$ cat src/rtl/alu_op_sequencer_pkg.sv
// Shared constants and state encoding for the ALU command sequencer.
package alu_op_sequencer_pkg;

    localparam int DATA_W = 8;
    localparam int SEL_W  = 4;
    localparam int NREG   = 8;
    localparam int REG_AW = 3;

    localparam logic [SEL_W-1:0] MUL_SEL = 4'd3;

    typedef enum logic [1:0] {
        ST_IDLE  = 2'd0,
        ST_EXEC  = 2'd1,
        ST_WB_HI = 2'd2,
        ST_RESP  = 2'd3
    } state_e;

endpackage

$ cat src/rtl/alu_op_sequencer_regfile.sv
// 8x8 register file: one synchronous write port, three asynchronous read ports.
module alu_regfile #(
    parameter int DATA_W = 8,
    parameter int NREG   = 8,
    parameter int AW     = 3
) (
    input  logic              clk,
    input  logic              rst_n,
    input  logic              we_i,
    input  logic [AW-1:0]     waddr_i,
    input  logic [DATA_W-1:0] wdata_i,
    input  logic [AW-1:0]     raddr1_i,
    output logic [DATA_W-1:0] rdata1_o,
    input  logic [AW-1:0]     raddr2_i,
    output logic [DATA_W-1:0] rdata2_o,
    input  logic [AW-1:0]     raddr3_i,
    output logic [DATA_W-1:0] rdata3_o
);

    logic [DATA_W-1:0] mem_q [NREG];

    always_ff @(posedge clk or negedge rst_n) begin
        if (!rst_n) begin
            for (int i = 0; i < NREG; i++) begin
                mem_q[i] <= '0;
            end
        end else if (we_i) begin
            mem_q[waddr_i] <= wdata_i;
        end
    end

    assign rdata1_o = mem_q[raddr1_i];
    assign rdata2_o = mem_q[raddr2_i];
    assign rdata3_o = mem_q[raddr3_i];

endmodule

$ cat src/rtl/alu_op_sequencer.sv
// Command-driven issuer for the external combinational ALU: reads operands from the
// register file, drives the ALU from registers, writes back and returns a response.
module alu_op_sequencer #(
    parameter int                 DATA_W  = alu_op_sequencer_pkg::DATA_W,
    parameter int                 SEL_W   = alu_op_sequencer_pkg::SEL_W,
    parameter int                 NREG    = alu_op_sequencer_pkg::NREG,
    parameter logic [SEL_W-1:0]   MUL_SEL = alu_op_sequencer_pkg::MUL_SEL
) (
    input  logic                     clk,
    input  logic                     rst_n,
    input  logic                     cmd_valid,
    output logic                     cmd_ready,
    input  logic                     cmd_load,
    input  logic [SEL_W-1:0]         cmd_sel,
    input  logic [$clog2(NREG)-1:0]  cmd_rd,
    input  logic [$clog2(NREG)-1:0]  cmd_rs1,
    input  logic [$clog2(NREG)-1:0]  cmd_rs2,
    input  logic                     cmd_imm_en,
    input  logic [DATA_W-1:0]        cmd_imm,
    output logic [DATA_W-1:0]        alu_a,
    output logic [DATA_W-1:0]        alu_b,
    output logic [SEL_W-1:0]         alu_sel,
    input  logic [DATA_W-1:0]        alu_result,
    input  logic [DATA_W-1:0]        alu_mul_high,
    input  logic [3:0]               alu_sreg,
    output logic                     rsp_valid,
    input  logic                     rsp_ready,
    output logic [DATA_W-1:0]        rsp_data,
    output logic [DATA_W-1:0]        rsp_mul_high,
    output logic [3:0]               rsp_sreg,
    output logic [3:0]               sreg,
    input  logic [$clog2(NREG)-1:0]  dbg_addr,
    output logic [DATA_W-1:0]        dbg_data
);

    import alu_op_sequencer_pkg::*;

    localparam int AW = $clog2(NREG);

    state_e            state_q;
    logic [AW-1:0]     rd_q;
    logic [DATA_W-1:0] alu_a_q;
    logic [DATA_W-1:0] alu_b_q;
    logic [SEL_W-1:0]  alu_sel_q;
    logic [DATA_W-1:0] rsp_data_q;
    logic [DATA_W-1:0] rsp_mul_high_q;
    logic [3:0]        rsp_sreg_q;
    logic [3:0]        sreg_q;

    logic              we_d;
    logic [AW-1:0]     waddr_d;
    logic [DATA_W-1:0] wdata_d;
    logic [DATA_W-1:0] rs1_data;
    logic [DATA_W-1:0] rs2_data;

    alu_regfile #(
        .DATA_W (DATA_W),
        .NREG   (NREG),
        .AW     (AW)
    ) u_regfile (
        .clk      (clk),
        .rst_n    (rst_n),
        .we_i     (we_d),
        .waddr_i  (waddr_d),
        .wdata_i  (wdata_d),
        .raddr1_i (cmd_rs1),
        .rdata1_o (rs1_data),
        .raddr2_i (cmd_rs2),
        .rdata2_o (rs2_data),
        .raddr3_i (dbg_addr),
        .rdata3_o (dbg_data)
    );

    // Single write port shared by loads (IDLE), result (EXEC) and high byte (WB_HI).
    always_comb begin
        we_d    = 1'b0;
        waddr_d = rd_q;
        wdata_d = alu_result;
        unique case (state_q)
            ST_IDLE: begin
                if (cmd_valid && cmd_load) begin
                    we_d    = 1'b1;
                    waddr_d = cmd_rd;
                    wdata_d = cmd_imm;
                end
            end
            ST_EXEC: begin
                we_d = 1'b1;
            end
            ST_WB_HI: begin
                we_d    = 1'b1;
                waddr_d = rd_q + AW'(1);
                wdata_d = rsp_mul_high_q;
            end
            default: ;
        endcase
    end

    always_ff @(posedge clk or negedge rst_n) begin
        if (!rst_n) begin
            state_q        <= ST_IDLE;
            rd_q           <= '0;
            alu_a_q        <= '0;
            alu_b_q        <= '0;
            alu_sel_q      <= '0;
            rsp_data_q     <= '0;
            rsp_mul_high_q <= '0;
            rsp_sreg_q     <= '0;
            sreg_q         <= '0;
        end else begin
            unique case (state_q)
                ST_IDLE: begin
                    if (cmd_valid && !cmd_load) begin
                        alu_a_q   <= rs1_data;
                        alu_b_q   <= cmd_imm_en ? cmd_imm : rs2_data;
                        alu_sel_q <= cmd_sel;
                        rd_q      <= cmd_rd;
                        state_q   <= ST_EXEC;
                    end
                end
                ST_EXEC: begin
                    rsp_data_q     <= alu_result;
                    rsp_sreg_q     <= alu_sreg;
                    sreg_q         <= alu_sreg;
                    rsp_mul_high_q <= (alu_sel_q == MUL_SEL) ? alu_mul_high : '0;
                    state_q        <= (alu_sel_q == MUL_SEL) ? ST_WB_HI : ST_RESP;
                end
                ST_WB_HI: begin
                    state_q <= ST_RESP;
                end
                ST_RESP: begin
                    if (rsp_ready) begin
                        state_q <= ST_IDLE;
                    end
                end
                default: state_q <= ST_IDLE;
            endcase
        end
    end

    assign cmd_ready    = (state_q == ST_IDLE);
    assign rsp_valid    = (state_q == ST_RESP);
    assign alu_a        = alu_a_q;
    assign alu_b        = alu_b_q;
    assign alu_sel      = alu_sel_q;
    assign rsp_data     = rsp_data_q;
    assign rsp_mul_high = rsp_mul_high_q;
    assign rsp_sreg     = rsp_sreg_q;
    assign sreg         = sreg_q;

endmodule
$ cat config.mk
export PLATFORM = sky130hd
export DESIGN_NAME = alu_op_sequencer
export DESIGN_NICKNAME = d
export VERILOG_FILES = /design/src/rtl/alu_op_sequencer_pkg.sv /design/src/rtl/alu_op_sequencer_regfile.sv /design/src/rtl/alu_op_sequencer.sv
export SDC_FILE = /design/constraint.sdc
export NUM_CORES = 1
export LEC_CHECK = 0
export BUFFER_PORTS_ARGS = -buffer_cell sky130_fd_sc_hd__buf_2
export CORE_MARGIN = 3
export CORE_UTILIZATION = 53
export CTS_BUF_LIST = sky130_fd_sc_hd__clkbuf_8
export DETAILED_ROUTE_END_ITERATION = 10
export GPL_ROUTABILITY_DRIVEN = 0
export PLACE_DENSITY = 0.79
export SYNTH_ARGS = -nofsm -noshare
export SYNTH_HDL_FRONTEND = slang
export SYNTH_SLANG_ARGS = --single-unit
$ cat constraint.sdc
create_clock -name clk -period 2.8 [get_ports clk]
set_clock_uncertainty 0.2 [all_clocks]
set_input_delay 0.42 -clock clk [delete_from_list [all_inputs] [get_ports clk]]
set_output_delay 0.42 -clock clk [all_outputs]
set_load 0.005 [all_outputs]
# Word-level counts from Yosys, hierarchy flattened
# Index checks and enable logic that the tools add are counted.
# Widths: inputs -> output; s select.
totals:
  inputBits: 50
  word_cells: 64
  reg_bits: 109
  output_inout_bits: 54
op_classes:
  magnitude_cmp: 5
  eq_ne: 6
  addsub: 1
  reduce_logical: 8
  bitwise: 4
  n_mux: 24
ops:
  columns: ["cell", "n"]
  rows:
  - ["$mux 8", 10]
  - ["$bmux 8 s3", 3]
  - ["$bwmux 64", 1]
  - ["$demux 8 s3", 1]
  - ["$ge 4x4->1 const B", 4]
  - ["$not 3->4", 4]
  - ["$pmux 8 s2", 1]
  - ["$pmux 2 s4", 1]
  - ["$pmux 3 s2", 1]
  - ["$eq 2x2->1 const B", 2]
  - ["$eq 4x2->1 const B", 1]
  - ["$lt 4x1->1 const B", 1]
  - ["$mux 2", 2]
  - ["$ne 2x1->1 const B", 2]
  - ["$reduce_and 2->1", 2]
  - ["$add 3x1->3 const B", 1]
  - ["$logic_and 1x1->1", 3]
  - ["$mux 3", 1]
  - ["$eq 2x1->1 const B", 1]
  - ["$logic_not 2->1", 1]
  - ["$mux 1", 2]
  - ["$pmux 1 s2", 1]
  - ["$reduce_or 2->1", 1]
  - ["$logic_not 1->1", 1]

# Longest topological paths before layout
# Gate-level depths: netlist (run 1).
depth:
  word_depth: 9
  depth_mapped: 8
  mapped_depth_nobuf: 7

# Modules after synthesis
# A second synthesis (run 1) with hierarchy kept.
hier_totals:
  hier_cells: 407
  hier_area_um2: 6266.0
modules_own_cells:
  columns: ["mod", "seq_area_each_um2", "cells_each", "instances", "area_per_inst_um2"]
  rows:
  - ["alu_regfile", 1601.5, 230, 1, 4078.9]
  - ["alu_op_sequencer", 1126.1, 177, 1, 2187.1]

# Worst setup path before layout (run 1)
# No wires, ideal clock.
synth_timing:
  path_type: "register to register"
  start: "register state_q[0]"
  end: "register u_regfile.mem_q[32] (netlist bit)"
  synth_period_minus_slack_ps: 2633
  setup_slack_ps: 167
  path_stages_with_launch: 8
  n_path_buf: 1
  setup_ps: 125
  t_arrival_ps: 2308
  required_time_ps: 2475
  path_cell_list: "dfrtp_1 > inv_1 > ha_1 > and3_1 > o311a_4 > or4b_1 > buf_6 > mux2_4"
synth_between:
  elab_chain_cells: 8
  word_cells_on_any_way: 14
  classes_between: "order compare: 2; eq/ne: 2; mux: 6; bitwise: 1; reduce/logical: 3"
synth_rtl:
  columns: ["item", "line_no", "source"]
  rows:
  - ["start, declared", "alu_op_sequencer.sv:40", "state_e state_q;"]
  - ["start signal, assigned", "alu_op_sequencer.sv:126", "state_q <= (alu_sel_q == MUL_SEL) ? ST_WB_HI : ST_RESP;"]
  - ["$logic_not 2->1 (*)", null, null]
  - ["net cmd_ready", "alu_op_sequencer.sv:12", "output logic cmd_ready,"]
  - ["$pmux 3 s2", "alu_op_sequencer.sv:79", "unique case (state_q)"]
  - ["$not 3->4 (implied by the code)", "alu_op_sequencer_regfile.sv:28", "mem_q[waddr_i] <= wdata_i;"]
  - ["$ge 4x4->1 (implied by the code) or $lt 4x1->1 (tied branches)", "alu_op_sequencer_regfile.sv:28", null]
  - ["$logic_and 1x1->1 (implied by the code)", "alu_op_sequencer_regfile.sv:28", null]
  - ["$mux 8 (implied by the code)", "alu_op_sequencer_regfile.sv:28", null]
  - ["$demux 8 s3", "alu_op_sequencer_regfile.sv:28", null]
  - ["$bwmux 64", "alu_op_sequencer_regfile.sv:28", null]
  - ["end signal, assigned by index", "alu_op_sequencer_regfile.sv:28", null]
  - ["end, declared", "alu_op_sequencer_regfile.sv:20", "logic [DATA_W-1:0] mem_q [NREG];"]
# Mark *: on every way through the listed nets, which the timed path passes. The rest lies on a longest branch.
# A chain may end at the register's enable or synchronous reset.

# Worst setup path after layout (run 1)
layout_timing:
  start: "register state_q[1]"
  end: "register u_regfile.mem_q[34] (netlist bit)"
layout_between:
  elab_chain_cells: 8
  word_cells_on_any_way: 14
  classes_between: "order compare: 2; eq/ne: 2; mux: 6; bitwise: 1; reduce/logical: 3"
layout_rtl:
  columns: ["item", "line_no"]
  rows:
  - ["$eq 2x2->1 or $logic_not 2->1 (tied branches)", "alu_op_sequencer.sv:79"]
  - ["$pmux 3 s2", "alu_op_sequencer.sv:79"]
  - ["$not 3->4 (implied by the code)", "alu_op_sequencer_regfile.sv:28"]
  - ["$ge 4x4->1 (implied by the code) or $lt 4x1->1 (tied branches)", "alu_op_sequencer_regfile.sv:28"]
  - ["$logic_and 1x1->1 (implied by the code)", "alu_op_sequencer_regfile.sv:28"]
  - ["$mux 8 (implied by the code)", "alu_op_sequencer_regfile.sv:28"]
  - ["$demux 8 s3", "alu_op_sequencer_regfile.sv:28"]
  - ["$bwmux 64", "alu_op_sequencer_regfile.sv:28"]
# Parallel ways exist; a longest one is shown, timed or not.

==> key figures, run 1 <==
Clock tree
  • Clock Latency Late Sink: 0.39 ns
  • H-tree depth: 3
  • Clock sink count: 109
  • CTS max path bufs: 2
  • Worst-path clk slew: 0.11 ns
  • Root Buffer: clkbuf_8
  • TritonCTS buffer count: 9
  • CTS tree: yes

Placed design
  • Place WS: 0.0737 ns
  • HPWL after DPL: 10300 um
  • Area after DPL: 0.00673 mm^2
  • Port bufs: 103

Yosys
  • Ys async rst share: 100%
  • Syn nets: 485
  • Adder-cell share of the synthesized area: 1.04%
  • Post-synth EDFFs: 0
  • Xor-xnor portion of the synthesized cell area: 0%
  • Synth area leaders: dfrtp_1 (45%), mux4_2 (18%), mux2_2 (17%)
  • Post-synthesis sequential area ratio: 45.2%
  • Cells after Synth: 430
  • Synth Area in Compound Gates: 4.75%
  • Yosys top cell by area: dfrtp_1
  • Count leader, synth: dfrtp_1
  • Post-synthesis instance area: 0.00603 mm^2
  • Avg Inst Size Synth: 14.0 um^2
  • Post-synthesis mux area share: 40.1%
  • Number of synthesized register bits: 109
  • Ys Warns: 0
  • Synth Area in Simple Gates: 5.72%
  • Largest family of logic cells by synthesized area: multiplexers
  • Post-synth top area share: 45.2%
  • Main synth FF type: dfrtp_1
  • Netlist cell types: 40
  • Post-synth top cells: dfrtp_1 (109), mux2_2 (91), mux4_2 (48)

Power
  • Power density over the cells: 1080 mW/mm^2
  • Leakage: 3.21 nW
  • Switching share of power: 36.5%
  • Maximum VDD drop: 0.638 mV
  • P_sw: 2.76 mW
  • Sequential share of power: 38.3%
  • Combinational share of power: 48.0%
  • Total power: 7.56 mW
  • Power share of the clock group: 13.6%
  • P_int: 4.80 mW

Critical path
  • Crit start category: flop
  • CP max FO: 8
  • Crit path DAT: 2.80 ns
  • CP Class: flop to flop
  • Worst Setup End Kind: flop
  • Worst endpoint required time: 2.88 ns

Timing
  • Final hold violation count: 0
  • Fin crit period: 2.72 ns
  • Fmax: 367 MHz
  • Final setup viols: 0
  • Max-slew headroom: 57.4%
  • Crit share post-route: 97.2%
  • Max-slew violations: 0
  • Final worst slack: 0.0785 ns
  • Worst-Margin Slew: 0.639 ns

Routing
  • Remaining DRCs: 0
  • Drt pass-1 iters: 5
  • DR WL/cell: 22.1 um
  • Vias: 4170
  • Vias per cell: 6.16
  • Overall routed net length: 14900 um
  • Iter 0 DRT Violations: 339
  • Post-DRT Antenna Nets: 0

Cells and area
  • Final #Nets: 587
  • Fillers: 796
  • Layout cells sized above 1: 54.9%
  • Diode count: 0
  • Syn-to-layout area delta: 15.5%
  • Post-route cell area: 0.00697 mm^2

Die
  • Row cnt: 38
  • Die height: 113 um
  • Die width: 113 um
  • Num ports: 104
  • Die ar.: 0.0127 mm^2
  • Core Area: 0.0110 mm^2
  • Initial Util: 54.9%

Global routing
  • GRT overflow: 0
  • Pin count of the biggest net entering global routing: 110
  • Initial antenna violation count: 0
  • Global-route wire length before repair: 23500 um
  • Total GRT Usage: 24.1%
  • Number of global-route vias before repair: 4257

Run
  • Max Cap Viol: 0

Status
  • Status: finished clean

Worst hold path
  • Worst Hold Class: input pin to flop
[power by group through the flow]
stage	sequential [mW]	clock, mW	combinational, mW
after global placement	2.81	0	3.43
after global routing	2.99	1.11	3.90
after detailed placement	2.89	0	3.57
after CTS	2.87	1.04	3.59
after floorplan	2.75	0	2.55
final	2.90	1.03	3.63
[worst paths after layout]
check / depth (start not counted) / to / slack, ns / from
max in group asynchronous: 3 / alu_a[3]$_DFFE_PN0P_ / 1.49 / rst_n
max reg2reg: 8 / u_regfile.mem_q[34]$_DFFE_PN0P_ / 0.08 / state_q[1]$_DFFE_PN0P_
max: 8 / u_regfile.mem_q[34]$_DFFE_PN0P_ / 0.08 / state_q[1]$_DFFE_PN0P_
min reg2reg: 2 / alu_a[5]$_DFFE_PN0P_ / 0.28 / alu_a[5]$_DFFE_PN0P_
min: 2 / alu_sel[1]$_DFFE_PN0P_ / 0.06 / cmd_sel[1]
min in group asynchronous: 3 / alu_sel[2]$_DFFE_PN0P_ / 0.40 / rst_n
[what timing repair did]
action,in CTS,in global routing
hold endpoints to repair,109,0
setup endpoints to repair,0,32
hold buffers,1,0
resized for setup,0,4
buffers inserted,0,1
[through the flow]
step                utilization (%)  hold slack [ns]  TNS (ns)  std cells
global placement               61.2            0.256         0        659
global route                   63.4           0.0390   -0.0210        677
CTS                            63.2           0.0474         0        676
finish                         63.4           0.0560         0        677
floorplan                         -          -0.0756         0        430
detailed placement             61.2            0.266         0        659
[registers in the layout (all words and copies together) (netlist names)]
| name | count |
|---|---|
| alu_a | 8 |
| rd_q | 3 |
| alu_b | 8 |
| sreg | 4 |
| state_q | 2 |
| u_regfile.mem_q | 64 |
| rsp_mul_high | 8 |
| rsp_data | 8 |
| alu_sel | 4 |
[area by class of cell]
cell class              count  area (um^2)  share of cell area [%]
multi-input cells         278         3120                    44.8
flip-flops and latches    109         2730                    39.2
repair buffers            121          684                    9.82
well taps                 140          175                    2.51
clock buffers              11          151                    2.17
clock inverters             5         58.8                   0.844
inverters                  13         48.8                   0.700
[placed cells by master (no fill, tap or decap), types with 11 or more instances in the layout]
master and count:
buf_2 102, buf_4 15, clkbuf_8 11, dfrtp_1 108, inv_1 13, mux2_2 91, mux2i_1 19, mux4_2 48
nand2_1 45, o21ai_0 17
[cell families after synthesis]
logic type	after synthesis
buf+inv	43
simple gates	66
fa+ha+maj	5
mux	166
compound gates	41
flops	109
[critical path, cell delays in order, from the launching register on]
cell	delay (ns)
dfrtp_1	0.44
inv_1	0.12
ha_2	0.21
buf_4	0.14
inv_2	0.06
o21ai_2	0.43
or4b_1	0.49
buf_4	0.21
mux2_4	0.31
[routing by layer]
layer  routed length (um)  track usage (%)  share of wire, %
met1                 6010             31.9                40
met2                 7670             39.1                51
met3                  860             5.44               5.8
met4                  404             8.89               2.7
met5                    0                0                 0
(Power assumes the default switching activity.)
==> run 2, diff against run 1 <==
--- a/config.mk
+++ b/config.mk
@@ -14,4 +14,6 @@
 export PLACE_DENSITY = 0.79
+export SLEW_MARGIN = 30
 export SYNTH_ARGS = -nofsm -noshare
 export SYNTH_HDL_FRONTEND = slang
+export SYNTH_HIERARCHICAL = 1
 export SYNTH_SLANG_ARGS = --single-unit
--- a/constraint.sdc
+++ b/constraint.sdc
@@ -4,2 +4,2 @@
 set_output_delay 0.42 -clock clk [all_outputs]
-set_load 0.005 [all_outputs]
+set_load 0.05 [all_outputs]
==> run 2 against run 1 <==
Critical endpoint is now u_regfile/mem_q[56]$_DFFE_PN0P_. Sequential share of layout area decreased by 0.89 points. Synthesized area increased by 3.9%. Power increased by 9.7%. Synthesized cell count decreased by 5.3%. Wire length increased by 0.94%. Largest cell class unchanged. Utilization decreased by 1.3 points. Clock power decreased by 5%. Count of clock-buffer cells in the layout decreased by 2. Sequential cell count unchanged. Sequential power decreased by 5%.
==> key figures, run 2 <==
Cells and area
  • Max reg flops: 64
  • Fin util: 62.1%
  • Most common cell after layout, fill and taps aside: mux2_2
  • Diode count: 0
  • Syn-to-layout area delta: 13.7%
  • Commonest cells after routing, fill and taps aside: mux2_2 (116), dfrtp_1 (109), buf_2 (102)
  • Layout Cells excl Fill: 655
  • Final #Nets: 563
  • Most flops, register: u_regfile/mem_q
  • Post-route cell area: 0.00713 mm^2
  • Layout cells sized above 1: 53.1%

Timing
  • Max-slew violations: 0
  • Final setup viols: 0
  • Final hold violation count: 0
  • Worst-Margin Slew: 0.631 ns
  • Fin crit period: 2.69 ns
  • Fmax: 372 MHz
  • Crit share post-route: 96.0%
  • Max-slew headroom: 57.6%

Power
  • P_sw: 3.69 mW
  • Power share of the clock group: 11.8%
  • Power density over the cells: 1160 mW/mm^2
  • Sequential share of power: 33.3%
  • Leakage: 3.47 nW
  • Combinational share of power: 54.9%
  • Maximum VDD drop: 1.10 mV
  • Switching share of power: 44.5%
  • P_int: 4.60 mW

Critical path
  • CP Class: flop to flop
  • Worst Setup End Kind: flop
  • Crit start category: flop
  • Crit path launch: state_q[1]$_DFFE_PN0P_
  • Worst endpoint required time: 2.87 ns
  • R2r setup slk: 0.11 ns
  • Crit path DAT: 2.76 ns
  • FF-to-FF End: u_regfile/mem_q[56]$_DFFE_PN0P_
  • Worst reg2reg path depth: 9
  • Critical Path Sink: u_regfile/mem_q[56]$_DFFE_PN0P_
  • FF-to-FF Start: state_q[1]$_DFFE_PN0P_
  • CP max FO: 12

Global routing
  • GRT overflow: 0
  • Global-route wire length before repair: 23200 um
  • Number of global-route vias before repair: 4282
  • Initial antenna violation count: 0
  • Total GRT Usage: 23.4%
  • Pin count of the biggest net entering global routing: 82

Clock tree
  • CTS tree: yes
  • Root Buffer: clkbuf_8
  • Post CTS Setup Buffer Count: 0
  • TritonCTS buffer count: 9
  • Clock sink count: 109
  • CTS max path bufs: 2
  • Worst-path clk slew: 0.11 ns
  • Clock Latency Late Sink: 0.39 ns
  • H-tree depth: 3

Die
  • Die width: 115 um
  • Initial Util: 54.6%
  • Row cnt: 39
  • Die ar.: 0.0132 mm^2
  • Num ports: 104
  • Die height: 115 um
  • Core Area: 0.0115 mm^2

Routing
  • Drt pass-1 iters: 4
  • Overall routed net length: 15100 um
  • DR WL/cell: 23.0 um
  • Iter 0 DRT Violations: 225
  • Vias per cell: 6.37
  • Post-DRT Antenna Nets: 0
  • Remaining DRCs: 0
  • Vias: 4170

Yosys
  • Post-synthesis mux area share: 42.3%
  • Synth area leaders: dfrtp_1 (44%), mux2_2 (21%), mux4_1 (17%)
  • Cells after Synth: 407
  • Avg Inst Size Synth: 15.4 um^2
  • Netlist cell types: 39
  • Post-synth top cells: mux2_2 (116), dfrtp_1 (109), mux4_1 (41)
  • Post-synth EDFFs: 0
  • Count leader, synth: mux2_2
  • Synth Area in Simple Gates: 3.69%
  • Ys async rst share: 100%
  • Post-synth top area share: 43.5%
  • Syn nets: 463
  • Largest family of logic cells by synthesized area: multiplexers
  • Ys Warns: 6
  • Adder-cell share of the synthesized area: 1.20%
  • Yosys top cell by area: dfrtp_1
  • Synth Area in Compound Gates: 5.07%
  • Post-synthesis instance area: 0.00627 mm^2
  • Main synth FF type: dfrtp_1
  • Number of synthesized register bits: 109
  • Post-synthesis sequential area ratio: 43.5%
  • Xor-xnor portion of the synthesized cell area: 0.140%

Placed design
  • Area after DPL: 0.00690 mm^2
  • Port bufs: 103
  • HPWL after DPL: 10700 um
  • Post-Place Cells: 638

Worst hold path
  • Worst Hold Class: input pin to flop

Status
  • Status: finished clean

Run
  • Max Cap Viol: 0
[run 2: cell types whose count changed in the layout (fill, tap and decap cells not counted), moves of 8 or more]
cell     before  now
o21ai_0      17    9
mux2_2       91  116
mux2i_1      19   11
a22oi_1       8    0
inv_1        13    2
mux2_4        8    0
o22ai_1       8    0
mux4_1        0   41
a21o_1        0    8
nand2_1      45   12
a22o_1        0   16
mux4_2       48    7
[run 2: repair_timing]
action	CTS	global route
endpoints found under the hold margin	28	0
gates resized for setup	1	6
hold buffers	1	0
endpoints found under the setup margin	8	32
[run 2: how the worst min path moves through the flow]
| stage | cells past startpoint | endpoint | startpoint | slack (ns) |
|---|---|---|---|---|
| global placement | 1 | alu_b[0]$_DFFE_PN0P_ | rst_n | 0.17 |
| CTS | 2 | rsp_mul_high[3]$_DFFE_PN0N_ | alu_mul_high[3] | 0.02 |
| finish | 2 | rsp_mul_high[4]$_DFFE_PN0N_ | alu_mul_high[4] | 0.04 |
| floorplan | 0 | alu_a[0]$_DFFE_PN0P_ | rst_n | -0.08 |
| detailed placement | 1 | alu_b[0]$_DFFE_PN0P_ | rst_n | 0.17 |
| global route | 2 | rsp_mul_high[6]$_DFFE_PN0N_ | alu_mul_high[6] | 0.04 |
[run 2: power by group through the flow]
stage	logic, mW	registers, mW	clock network [mW]
after detailed placement	4.52	2.78	0
final	4.55	2.76	0.981
after global routing	4.82	2.86	1.07
after floorplan	2.74	3.45	0
after CTS	4.53	2.75	1.01
after global placement	4.40	2.70	0
[run 2: metrics by stage]
step / TNS (ns) / hold slack [ns] / setup WS, ns / power [mW]
after global routing: -0.0236 / 0.0368 / -0.00667 / 8.75
final: 0 / 0.0437 / 0.111 / 8.29
after floorplan: 0 / -0.0756 / 0.0913 / 6.18
after CTS: 0 / 0.0249 / 0.0175 / 8.29
after detailed placement: -0.172 / 0.173 / -0.0348 / 7.30
after global placement: 0 / 0.165 / 0.118 / 7.11
[run 2: layer usage]
metal	global-route usage, %	vias up	routed length (um)
met2	38.8	202	7420
met4	6.96	0	321
li1	-	1814	-
met1	30.7	2130	5900
met5	0	-	0
met3	6.11	24	1450
[run 2: final cells by class]
cell class | instances | area [um^2]
well taps | 143 | 179
flip-flops and latches | 109 | 2730
fillers | 874 | 4340
clock inverters | 7 | 71.3
repair buffers | 123 | 699
inverters | 4 | 15.0
clock buffers | 9 | 124
multi-input cells | 260 | 3310
[run 2: worst max-delay path: stages, from the launching register on]
cell and delay, ns:
dfrtp_1 0.45, inv_1 0.13, ha_4 0.22, and3_1 0.21, mux2i_1 0.20, a21oi_1 0.16, buf_4 0.19, nor4b_4 0.23
buf_6 0.21, mux2_2 0.35
[run 2: kinds of logic after synthesis]
logic type | count (synthesis)
and+or+nand+nor | 34
buffers and inverters | 38
DFF | 109
adders and majority gates | 6
muxes | 175
AOI/OAI and AO/OA | 44
xor gates and xnor gates | 1
==> run 3, diff against run 2 <==
- CELL_PAD_IN_SITES_DETAIL_PLACEMENT: unset -> 1
- CELL_PAD_IN_SITES_GLOBAL_PLACEMENT: unset -> 1
- CORE_UTILIZATION: 53 -> 44
- PLACE_DENSITY: 0.79 -> unset
- PLACE_DENSITY_LB_ADDON: unset -> 0.1
==> run 3 against run 2 <==
Via count grew 0.50%. Clock power is 2% lower. Count of clock-buffer cells in the layout increased by 2. Sequential power is essentially flat. Combinational power up 5.3%. Sequential cell count stayed put. Power rose by 2.8%. Critical path depth fell by 1. Maximum frequency decreased by 2.5%. Largest cell class unchanged. Largest power group unchanged.
==> key figures, run 3 (synthesis gave the netlist of run 2 again) <==
Global routing
  • Initial antenna violation count: 0
  • Global-route wire length before repair: 26800 um
  • Total GRT Usage: 22.3%
  • Number of global-route vias before repair: 4489
  • GRT overflow: 0
  • Pin count of the biggest net entering global routing: 72

Clock tree
  • Clock sink count: 109
  • Root Buffer: clkbuf_8
  • TritonCTS buffer count: 9
  • H-tree depth: 3
  • CTS max path bufs: 2
  • Worst-path clk slew: 0.11 ns
  • Clock Latency Late Sink: 0.39 ns
  • CTS tree: yes

Critical path
  • Crit path DAT: 2.85 ns
  • Crit start category: flop
  • CP Class: flop to flop
  • Worst reg2reg path depth: 8
  • Worst endpoint required time: 2.89 ns
  • R2r setup slk: 0.04 ns
  • Worst Setup End Kind: flop
  • FF-to-FF Start: state_q[1]$_DFFE_PN0P_
  • Worst-path cell chain: inv_1, ha_4, inv_1, o21ai_0, buf_4, nor4bb_2, buf_4, mux2_2
  • CP max FO: 8
  • FF-to-FF End: u_regfile/mem_q[55]$_DFFE_PN0P_
  • Slowest cell on the critical path: dfrtp_2
  • Slowest Stage Delay on Critical Path: 0.47 ns

Cells and area
  • Syn-to-layout area delta: 16.4%
  • Diode count: 0
  • Layout Cells excl Fill: 698
  • Fin util: 53.8%
  • Commonest cells after routing, fill and taps aside: mux2_2 (116), dfrtp_1 (108), buf_2 (102)
  • Layout cells sized above 1: 55.2%
  • Most flops, register: u_regfile/mem_q
  • Max reg flops: 64
  • Post-route cell area: 0.00729 mm^2
  • Most common cell after layout, fill and taps aside: mux2_2
  • Final #Nets: 573

Power
  • P_int: 4.69 mW
  • P_sw: 3.83 mW
  • Power density over the cells: 1170 mW/mm^2
  • Total power: 8.52 mW
  • Sequential share of power: 32.5%
  • Switching share of power: 45.0%
  • Power share of the clock group: 11.3%
  • Leakage: 3.52 nW
  • Maximum VDD drop: 0.477 mV
  • Combinational share of power: 56.2%

Placed design
  • Area after DPL: 0.00702 mm^2
  • Port bufs: 103
  • Place WS: -0.00350 ns
  • HPWL after DPL: 12100 um
  • Post-Place Cells: 678

Die
  • Die ar.: 0.0157 mm^2
  • Die width: 125 um
  • Num ports: 104
  • Row cnt: 42
  • Core Area: 0.0136 mm^2
  • Die height: 125 um
  • Initial Util: 46.2%

Timing
  • Fin crit period: 2.76 ns
  • Crit share post-route: 98.5%
  • Final worst slack: 0.0411 ns
  • Worst-Margin Slew: 0.636 ns
  • Max-slew headroom: 57.4%
  • Hold_ws: 0.0405 ns
  • Max-slew violations: 0
  • Fmax: 362 MHz
  • Final hold violation count: 0
  • Final setup viols: 0
  • Setup_tns: 0 ns

Worst hold path
  • Worst Hold Path EP: rsp_mul_high[3]$_DFFE_PN0N_
  • Hold Startpoint: alu_mul_high[3]
  • Worst Hold Class: input pin to flop
  • Hold Path Depth: 2

Routing
  • Post-DRT Antenna Nets: 0
  • Remaining DRCs: 0
  • Vias per cell: 6.00
  • DR WL/cell: 24.7 um
  • Overall routed net length: 17200 um
  • Drt pass-1 iters: 4
  • Vias: 4191
  • Iter 0 DRT Violations: 208

Status
  • Status: finished clean

Run
  • Max Cap Viol: 0
-- run 3: critical path: cells and delay by family (launching register included) --
kind	cells	cell delay [ns]
compound gates	1	0.42
flops	1	0.47
simple gates	1	0.28
mux	1	0.36
fa+ha+maj	1	0.17
buf+inv	4	0.74
-- run 3: cell type report --
class	count	area, um^2
fillers	1368	6270
multi-input cells	260	3340
flip-flops and latches	109	2730
repair buffers	133	796
well taps	176	220
clock buffers	11	151
clock inverters	5	38.8
inverters	4	15.0
-- run 3: how the worst max path moves through the flow --
| stage | from | end | slack [ns] |
|---|---|---|---|
| global placement | state_q[0]$_DFFE_PN0P_ | u_regfile/mem_q[30]$_DFFE_PN0P_ | 0.16 |
| detailed placement | state_q[0]$_DFFE_PN0P_ | u_regfile/mem_q[55]$_DFFE_PN0P_ | -0.004 |
| floorplan | state_q[0]$_DFFE_PN0P_ | u_regfile/mem_q[40]$_DFFE_PN0P_ | 0.09 |
| CTS | state_q[0]$_DFFE_PN0P_ | u_regfile/mem_q[55]$_DFFE_PN0P_ | 0.03 |
| global route | state_q[1]$_DFFE_PN0P_ | u_regfile/mem_q[55]$_DFFE_PN0P_ | -0.02 |
| finish | state_q[1]$_DFFE_PN0P_ | u_regfile/mem_q[55]$_DFFE_PN0P_ | 0.04 |
-- run 3: routing by layer --
layer	part of all wire, %	global-route usage (%)
met1	44	30.1
met2	49	36.8
met3	6.2	5.80
met4	0.98	4.46
met5	0	0
-- run 3: timing repair --
action	4_1_cts	5_1_grt
hold endpoints to repair	38	0
setup endpoints to repair	8	40
hold buffers	1	0
setup buffers	0	3
resized for setup	1	11
pin swaps	0	0
-- run 3: power by group through the flow --
stage                     combinational, mW  clock, mW  sequential (mW)
after floorplan                        2.74          0             3.45
after global placement                 4.56          0             2.72
after detailed placement               4.66          0             2.79
after CTS                              4.68      0.993             2.76
after global routing                   5.08       1.06             2.88
final                                  4.79      0.965             2.77
